`config.mk`:
```
export PLATFORM = sky130hd
export DESIGN_NAME = fetch_unit
export DESIGN_NICKNAME = d
export VERILOG_FILES = /design/src/rtl/fetch_unit.sv
export SDC_FILE = /design/constraint.sdc
export NUM_CORES = 1
export LEC_CHECK = 0
export CAP_MARGIN = 20
export CORE_UTILIZATION = 50
export CTS_BUF_LIST = sky130_fd_sc_hd__clkbuf_8 sky130_fd_sc_hd__clkbuf_16
export DETAILED_ROUTE_END_ITERATION = 16
export DONT_BUFFER_PORTS = 1
export GPL_TIMING_DRIVEN = 0
export PLACE_DENSITY = 0.69
export SETUP_SLACK_MARGIN = 0.5
export SLEW_MARGIN = 10
export SYNTH_ARGS = -nofsm -noshare
export SYNTH_HDL_FRONTEND = slang
export SYNTH_SLANG_ARGS = --single-unit
```
`constraint.sdc`:
```
create_clock -name clk -period 7.25 [get_ports clk]
set_clock_uncertainty 0.1 [all_clocks]
set_input_delay 1.45 -clock clk [delete_from_list [all_inputs] [get_ports clk]]
set_output_delay 1.45 -clock clk [all_outputs]
set_load 0.05 [all_outputs]
```
`src/rtl/fetch_unit.sv`:
```
// fetch_unit: instruction-fetch stage with an in-order prefetch queue.
// Requests go to a variable-latency instruction memory (valid/ready request,
// valid-only in-order response). A small pending list holds the PC and a
// kill flag for every accepted-but-unanswered request. Returned words land
// in a first-word-fall-through queue that feeds decode.
// Optional feature: define FETCH_PERF_COUNTERS_EN to add the
// fetchStallCycles / fetchFlushedWords saturating counters.
module fetch_unit #(
    parameter logic [31:0] RESET_PC        = 32'h00000000,
    parameter int          QUEUE_DEPTH     = 4,
    parameter int          MAX_OUTSTANDING = 2
) (
    input  logic        clk,
    input  logic        reset,
    input  logic        isStalled,
    input  logic        shouldGoToTarget,
    input  logic [31:0] jumpTarget,
    output logic        memReqValid,
    output logic [31:0] memReqAddress,
    input  logic        memReqReady,
    input  logic        memRespValid,
    input  logic [31:0] memRespData,
    output logic        instructionValid,
    output logic [31:0] instruction,
    output logic [31:0] instructionPc
`ifdef FETCH_PERF_COUNTERS_EN
    ,
    output logic [31:0] fetchStallCycles,
    output logic [31:0] fetchFlushedWords
`endif
);

    localparam int QAW = $clog2(QUEUE_DEPTH);
    localparam int QCW = $clog2(QUEUE_DEPTH + 1);
    localparam int PAW = (MAX_OUTSTANDING > 1) ? $clog2(MAX_OUTSTANDING) : 1;
    localparam int OCW = $clog2(MAX_OUTSTANDING + 1);

    // fetch address and pending-request bookkeeping
    logic [31:0]    r_fetchPc;
    logic [31:0]    r_pendPc   [MAX_OUTSTANDING];
    logic           r_pendKill [MAX_OUTSTANDING];
    logic [PAW-1:0] r_pHead, r_pTail;
    logic [OCW-1:0] r_outstanding;

    // prefetch queue
    logic [31:0]    r_qData [QUEUE_DEPTH];
    logic [31:0]    r_qPc   [QUEUE_DEPTH];
    logic [QAW-1:0] r_qHead, r_qTail;
    logic [QCW-1:0] r_qCount;

    logic           w_accept;
    logic           w_respPop;
    logic           w_qPush;
    logic           w_qPop;
    logic           w_qEmpty;
    logic           w_creditOk;
    logic [PAW-1:0] w_pHeadNext, w_pTailNext;

    // Credits count both queued words and words still in flight, so every
    // response that comes back is guaranteed a queue slot.
    assign w_creditOk = (int'(r_outstanding) < MAX_OUTSTANDING) &&
                        ((int'(r_qCount) + int'(r_outstanding)) < QUEUE_DEPTH);

    assign memReqValid   = !reset && !shouldGoToTarget && w_creditOk;
    assign memReqAddress = r_fetchPc;
    assign w_accept      = memReqValid && memReqReady;

    // A response with nothing pending (e.g. a leftover from before reset) is ignored.
    assign w_respPop = memRespValid && (r_outstanding != '0);
    assign w_qPush   = w_respPop && !r_pendKill[r_pHead] && !shouldGoToTarget;

    assign w_qEmpty         = (r_qCount == '0);
    assign instructionValid = !reset && !w_qEmpty && !shouldGoToTarget;
    assign instruction      = w_qEmpty ? 32'h0 : r_qData[r_qHead];
    assign instructionPc    = w_qEmpty ? 32'h0 : r_qPc[r_qHead];
    assign w_qPop           = instructionValid && !isStalled;

    // pending list may be a non-power-of-two depth, so wrap explicitly
    assign w_pHeadNext = (r_pHead == PAW'(MAX_OUTSTANDING - 1)) ? '0 : r_pHead + PAW'(1);
    assign w_pTailNext = (r_pTail == PAW'(MAX_OUTSTANDING - 1)) ? '0 : r_pTail + PAW'(1);

    // fetch PC, pending list and outstanding count; redirect kills in-flight words
    always_ff @(posedge clk) begin
        if (reset) begin
            r_fetchPc     <= RESET_PC;
            r_pHead       <= '0;
            r_pTail       <= '0;
            r_outstanding <= '0;
        end else begin
            if (shouldGoToTarget)
                r_fetchPc <= jumpTarget;
            else if (w_accept)
                r_fetchPc <= r_fetchPc + 32'd4;
            if (w_accept) begin
                r_pendPc[r_pTail] <= r_fetchPc;
                r_pTail           <= w_pTailNext;
            end
            if (w_respPop)
                r_pHead <= w_pHeadNext;
            for (int i = 0; i < MAX_OUTSTANDING; i++) begin
                if (shouldGoToTarget)
                    r_pendKill[i] <= 1'b1;
                else if (w_accept && (r_pTail == PAW'(i)))
                    r_pendKill[i] <= 1'b0;
            end
            r_outstanding <= r_outstanding + OCW'(w_accept) - OCW'(w_respPop);
        end
    end

    // prefetch queue: push returned live words, pop on decode accept, clear on redirect
    always_ff @(posedge clk) begin
        if (reset || shouldGoToTarget) begin
            r_qHead  <= '0;
            r_qTail  <= '0;
            r_qCount <= '0;
        end else begin
            if (w_qPush) begin
                r_qData[r_qTail] <= memRespData;
                r_qPc[r_qTail]   <= r_pendPc[r_pHead];
                r_qTail          <= r_qTail + QAW'(1);
            end
            if (w_qPop)
                r_qHead <= r_qHead + QAW'(1);
            r_qCount <= r_qCount + QCW'(w_qPush) - QCW'(w_qPop);
        end
    end

    // the credit rule makes a push into a full queue without a pop impossible
    assert property (@(posedge clk) disable iff (reset)
        !(w_qPush && !w_qPop && (r_qCount == QCW'(QUEUE_DEPTH))));

`ifdef FETCH_PERF_COUNTERS_EN
    logic [31:0] r_stallCnt, r_flushCnt;
    assign fetchStallCycles  = r_stallCnt;
    assign fetchFlushedWords = r_flushCnt;

    // saturating counters for idle request cycles and discarded responses
    always_ff @(posedge clk) begin
        if (reset) begin
            r_stallCnt <= '0;
            r_flushCnt <= '0;
        end else begin
            if (!memReqValid && !shouldGoToTarget && (r_stallCnt != 32'hFFFFFFFF))
                r_stallCnt <= r_stallCnt + 32'd1;
            if (w_respPop && !w_qPush && (r_flushCnt != 32'hFFFFFFFF))
                r_flushCnt <= r_flushCnt + 32'd1;
        end
    end
`endif

endmodule

```
==> impl_metrics.tcl, run 1 <==
set metrics [dict create \
    post_route_cells_drive_above_1_share_pct 20.5 \
    route.vias.total 7454 \
    avgViaCountPerCell 5.88 \
    dieWidth_um 172 \
    antenna_found_initial 2 \
    synth_edf_count 321 \
    firstDrtPassIters 6 \
    clock-sinks 368 \
    finalInstanceArea_um2 16400 \
    min-delay-path-class "flop to flop" \
    crit-reg2reg-capture "r_qCount[2]" \
    netlist.top_cell.by_area "sky130_fd_sc_hd__edfxtp_1" \
    cp-start-kind "flop" \
    hold_buffers 0 \
    detailedPlacementHpwl_um 18900 \
    register_area_um2 10600 \
    multiInputGateArea_um2 3700 \
    drt.antenna.violating_nets 0 \
    synth-seq-area-share_pct 72.9 \
    clockRootBuffer "sky130_fd_sc_hd__clkbuf_16" \
    yosys-top-cells-area "sky130_fd_sc_hd__edfxtp_1 66%, sky130_fd_sc_hd__mux4_2 9.9%, sky130_fd_sc_hd__dfxtp_1 6.5%, sky130_fd_sc_hd__nor2b_1 2.8%, sky130_fd_sc_hd__mux2_2 2.6%" \
    max-slew-margin-rel_pct 24.7 \
    drcViolationCount 0 \
    run_status "completed" \
    ir_worst_vdd_v 0.000173 \
    finalCriticalPeriod_ns 4.75 \
    placedInstanceArea_um2 15100 \
    rsz_0062_raised_after_global_routing "false" \
    holdPathStages 2 \
    fp.coreArea_um2 28200 \
    worst_slew_pin_slew_ns 1.13 \
    syn_area_per_cell_um2 17.8 \
    critical_path.endpoint_type "output port" \
    number_of_instances_in_the_synthesized_netlist 816 \
    worst_r2r_path_depth 11 \
    grtUsageMet2_pct 33.3 \
    place.gp.congestion 0.842 \
    synthToLayoutAreaGrowth_pct 13.2 \
    clk_pin_slew_worst_paths_ns 0.06 \
    crit_end "instructionPc[26]" \
    crit_required_ns 5.70 \
    cts_max_level 2 \
    hold_violation_count_in_the_final_report 0 \
    prevailing_post_synth_register_cell "sky130_fd_sc_hd__edfxtp_1" \
    achievable-frequency_mhz 211 \
    cts_setup_buffers 0 \
    i_o_pins 168 \
    pin_count_of_the_biggest_net_entering_global_routing 51 \
    fin_setup_tns_ns 0 \
    fill_cells 2096 \
    drtIter0Drc 563 \
    grt_first_pass_wirelength_um 44500 \
    input_output_buffers 0 \
    synth_top_area_share_pct 66.4 \
    leakage_nw 5.14 \
    finalPower_mw 4.66 \
    setup_violations 0 \
    placed_cells 1199 \
    grt_util_all_layers_pct 20.4 \
    post_synthesis_net_count 897 \
    cts_tree "built" \
    synthDistinctLibCells 51 \
    final_net_count 942 \
    post_cts_resize_count 0 \
    initial_utilization_pct 51.5 \
    count_of_warnings_emitted_by_yosys 0 \
    layout.cells.non_filler 1268 \
    globalRouteMet3Util_pct 6.11 \
    arrival_ns 3.20 \
    synth_async_sr_flop_share_pct 0 \
    floorplan.die_area_um2 29700 \
    critical_path.max_fanout 10 \
    yosys_register_bits 368 \
    number_of_global_route_vias_before_repair 7518 \
    final_max_tran_viols 0 \
    syn_std_cell_area_um2 14500 \
    power_density_nw_per_um2 284 \
    layout.core_utilization_pct 58.3 \
    postRouteWirelength_um 29400 \
    layout.cells.most_common_list "321 x sky130_fd_sc_hd__edfxtp_1, 65 x sky130_fd_sc_hd__nor2b_1, 64 x sky130_fd_sc_hd__mux4_2, 47 x sky130_fd_sc_hd__dfxtp_1, 42 x sky130_fd_sc_hd__clkbuf_16" \
    clkLatencyLatePin_ns 0.52 \
    grtUsageMet1_pct 26.3 \
    timing.max_cap.violations 0 \
    avgRoutedWirePerCell_um 23.2 \
    die_y_um 172 \
    critPathKind "flop to output port" \
    grt_remaining_overflow 0 \
    total_clock_buffers_created_by_cts 38 \
    layout_commonest_cell "sky130_fd_sc_hd__edfxtp_1" \
    post-route-period-util_pct 65.5 \
    placementRows 61 \
    clk_path_buf_depth 3 \
    grt_peak_use_layer "met2" \
    timing.reg2reg.setup_slack_ns 4.12 \
]
Yosys cell counts, drive strengths merged (3+ instances only):
cell type and number:
mux2 33, a211oi 4, nand3 14, mux2i 3, nor2b 65, nor3 7, nand4 15, or3 9
and3 10, a31oi 18, xor2 5, nor2 30, a21oi 12, o21ai 9, ha 10, mux4 64
or2 3, o211ai 9, inv 16, clkbuf 32, buf 11, edfxtp 321, dfxtp 47, or4 4
and4 3, xnor2 7, nand2 29
worst max-delay path, cell delays in order, from the launching register on:
cell                       delay [ns]
sky130_fd_sc_hd__dfxtp_1         0.30
sky130_fd_sc_hd__clkbuf_1        0.57
sky130_fd_sc_hd__clkbuf_1        0.60
sky130_fd_sc_hd__mux4_2          0.33
sky130_fd_sc_hd__nor2b_1         0.88
kinds of logic after synthesis:
group	synth area share [%]
AND/OR/NAND/NOR	7.79
adder cells (fa/ha/maj)	1.00
AO/OA/AOI/OAI	3.10
buffers and inverters	1.76
XOR/XNOR	0.724
multiplexers	12.7
flip-flops	72.9
metal layers:
layer | vias to the layer above | routed length [um]
met4 | 2 | 614
met5 | - | 8
met1 | 3786 | 12000
li1 | 3313 | -
met3 | 49 | 2490
met2 | 304 | 14300
how the worst min path moves through the flow:
stage | from | to | slack [ns]
after floorplan | r_pTail | r_pTail | 0.34
after global placement | r_pTail | r_pTail | 0.36
after detailed placement | r_pendKill[1] | r_pendKill[1] | 0.37
after CTS | r_pendKill[1] | r_pendKill[1] | 0.38
after global routing | r_pendKill[1] | r_pendKill[1] | 0.41
final | r_pendKill[1] | r_pendKill[1] | 0.38
state kept, by name, indices dropped and copies added, names as in the netlist, named ones only:
register,count
r_pHead,1
memReqAddress,32
r_outstanding,2
r_qData,128
r_qPc,128
r_pendKill,2
r_qTail,2
r_pTail,1
r_qHead,2
r_pendPc,64
r_qCount,3
area by class of cell:
type	count	share of cell area [%]
Clock buffer	45	6.65
Clock inverter	23	1.09
Timing Repair Buffer	5	0.838
Tap cell	378	2.88
Multi-Input combinational cell	389	22.5
Inverter	16	0.366
Antenna cell	1	0.0152
Buffer	43	1.19
Sequential cell	368	64.4
report_power, final:
part           switching (mW)  total [mW]  internal (mW)
registers              0.0775        2.47           2.39
logic                   0.158       0.257         0.0984
clock network           0.754        1.93           1.17
total                   0.990        4.66           3.67
metrics by stage:
step	hold slack [ns]	setup slack (ns)
finish	0.381	2.50
global route	0.408	2.37
CTS	0.383	2.49
global placement	0.361	1.59
detailed placement	0.371	2.92
floorplan	0.340	2.62
(Power assumes the default switching activity.)
==> run 2: changes to the inputs <==
==> constraint.sdc (replaced) <==
create_clock -name clk -period 4.9 [get_ports clk]
set_clock_uncertainty 0.1 [all_clocks]
set_input_delay 0.98 -clock clk [delete_from_list [all_inputs] [get_ports clk]]
set_output_delay 0.98 -clock clk [all_outputs]
set_load 0.05 [all_outputs]
==> impl_metrics.tcl, run 2 (synthesized netlist as in run 1, its figures left out) <==
set metrics [dict create \
    run_status "completed" \
    clock-sinks 368 \
    holdPathStages 2 \
    drtIter0Drc 549 \
    min-delay-path-class "flop to flop" \
    avgViaCountPerCell 5.88 \
    slowest_stage "sky130_fd_sc_hd__nor2b_1" \
    worstPathCellList "clkbuf_1, clkbuf_1, mux4_2, nor2b_1" \
    power_density_nw_per_um2 420 \
    placed_cells 1199 \
    synthToLayoutAreaGrowth_pct 13.2 \
    crit_required_ns 3.82 \
    pin_count_of_the_biggest_net_entering_global_routing 51 \
    post-route-period-util_pct 85.6 \
    largest_registers "r_qData x128, r_qPc x128, r_pendPc x64" \
    floorplan.die_area_um2 29700 \
    dieWidth_um 172 \
    grt_first_pass_wirelength_um 44500 \
    input_output_buffers 0 \
    clockRootBuffer "sky130_fd_sc_hd__clkbuf_16" \
    clk_pin_slew_worst_paths_ns 0.06 \
    crit_end "instructionPc[1]" \
    worst_slew_pin_slew_ns 1.13 \
    crit-reg2reg-capture "r_qCount[2]" \
    total_clock_buffers_created_by_cts 38 \
    layout.core_utilization_pct 58.3 \
    clkLatencyLatePin_ns 0.52 \
    finalCriticalPeriod_ns 4.19 \
    antenna_found_initial 2 \
    critical_path.max_fanout 10 \
    final_net_count 942 \
    timing.max_cap.violations 0 \
    fp.coreArea_um2 28200 \
    final_max_tran_viols 0 \
    critical-path-max-stage-delay_ns 0.74 \
    post_route_cells_drive_above_1_share_pct 20.7 \
    placementRows 61 \
    detailedPlacementHpwl_um 18900 \
    die_y_um 172 \
    layout_commonest_cell "sky130_fd_sc_hd__edfxtp_1" \
    drcViolationCount 0 \
    arrival_ns 3.11 \
    hold_violation_count_in_the_final_report 0 \
    rsz_0062_raised_after_global_routing "false" \
    number_of_global_route_vias_before_repair 7518 \
    drt.antenna.violating_nets 0 \
    layout.cells.non_filler 1268 \
    leakage_nw 5.14 \
    finalPower_mw 6.89 \
    postRouteWirelength_um 29400 \
    grt_remaining_overflow 0 \
    worst_r2r_path_depth 11 \
    clk_path_buf_depth 3 \
    hold_buffers 0 \
    i_o_pins 168 \
    cts_tree "built" \
    max-slew-margin-rel_pct 24.6 \
    cp-start-kind "flop" \
    setup_violations 0 \
    achievable-frequency_mhz 238 \
    place.gp.congestion 0.842 \
    critical-path-top-cell-by-count "sky130_fd_sc_hd__clkbuf_1" \
    firstDrtPassIters 5 \
    ir_worst_vdd_v 0.000256 \
    critPathKind "flop to output port" \
    initial_utilization_pct 51.5 \
    critical_path.endpoint_type "output port" \
    grt_util_all_layers_pct 20.4 \
    layout.cells.most_common_list "321 x sky130_fd_sc_hd__edfxtp_1, 64 x sky130_fd_sc_hd__mux4_2, 63 x sky130_fd_sc_hd__nor2b_1, 47 x sky130_fd_sc_hd__dfxtp_1, 42 x sky130_fd_sc_hd__clkbuf_16" \
    avgRoutedWirePerCell_um 23.2 \
    route.vias.total 7450 \
    timing.reg2reg.setup_slack_ns 1.77 \
    cts_max_level 2 \
]
==> run 2: cell count changes in the layout (fill, tap and decap cells not counted) <==
cell / before / now
sky130_fd_sc_hd__nor2b_2: 0 / 2
sky130_fd_sc_hd__nor2b_1: 65 / 63
==> run 2: timing repair <==
action,CTS,global route
endpoints found under the hold margin,0,0
buffers inserted,0,0
resized for setup,0,2
endpoints found under the setup margin,0,2
==> run 2: per-layer routing <==
| layer | GRT usage, % | up-vias | part of all wire [%] |
|---|---|---|---|
| met4 | 5.89 | 2 | 2.0 |
| li1 | - | 3314 | - |
| met1 | 26.3 | 3796 | 41 |
| met5 | 0 | - | 0.027 |
| met3 | 6.11 | 47 | 8.4 |
| met2 | 33.3 | 291 | 48 |
==> run 2: worst max-delay path, delay by kind of cell (launching register included) <==
| kind | cells | cell delay [ns] |
|---|---|---|
| flip-flops | 1 | 0.30 |
| AND/OR/NAND/NOR | 1 | 0.74 |
| multiplexers | 1 | 0.39 |
| buffers and inverters | 2 | 1.16 |
==> run 2: how the worst min path moves through the flow <==
stage	startpoint	to	slack, ns
2_1_floorplan	r_pTail	r_pTail	0.34
3_3_place_gp	r_pTail	r_pTail	0.36
3_5_place_dp	r_pendKill[1]	r_pendKill[1]	0.37
4_1_cts	r_pendKill[1]	r_pendKill[1]	0.38
5_1_grt	r_pendKill[1]	r_pendKill[1]	0.41
6_report	r_pendKill[1]	r_pendKill[1]	0.38
==> run 2: power by group <==
part           switching (mW)  total, mW  internal (mW)
Sequential              0.114       3.66           3.54
Clock                    1.12       2.86           1.74
Combinational           0.234      0.379          0.146
==> run 2: final cells by class <==
type                    instances  area (um^2)
fillers                      2094        11700
plain buffers                  43          195
well taps                     378          473
repair buffers                  5          138
flip-flops and latches        368        10600
multi-input cells             389         3700
diodes                          1         2.50
clock inverters                23          179
inverters                      16         60.1
clock buffers                  45         1090
==> run 2: stage by stage <==
| stage | setup slack (ns) | setup TNS, ns | instance area, um^2 | hold slack [ns] |
|---|---|---|---|---|
| 6_report | 0.706 | 0 | 16400 | 0.381 |
| 5_1_grt | 0.575 | 0 | 16400 | 0.408 |
| 4_1_cts | 0.611 | 0 | 16400 | 0.383 |
| 3_5_place_dp | 1.13 | 0 | 15100 | 0.371 |
| 3_3_place_gp | -0.287 | -68.96 | 15000 | 0.361 |
| 2_1_floorplan | 1.16 | 0 | 14500 | 0.340 |
==> run 3: changes to the inputs <==
--- a/config.mk
+++ b/config.mk
@@ -5,7 +5,6 @@
 export SDC_FILE = /design/constraint.sdc
 export NUM_CORES = 1
 export LEC_CHECK = 0
-export CAP_MARGIN = 20
 export CORE_UTILIZATION = 50
 export CTS_BUF_LIST = sky130_fd_sc_hd__clkbuf_8 sky130_fd_sc_hd__clkbuf_16
 export DETAILED_ROUTE_END_ITERATION = 16
==> results of run 3 <==
No change in the layout: final DEF, timing and power equal those of run 2.
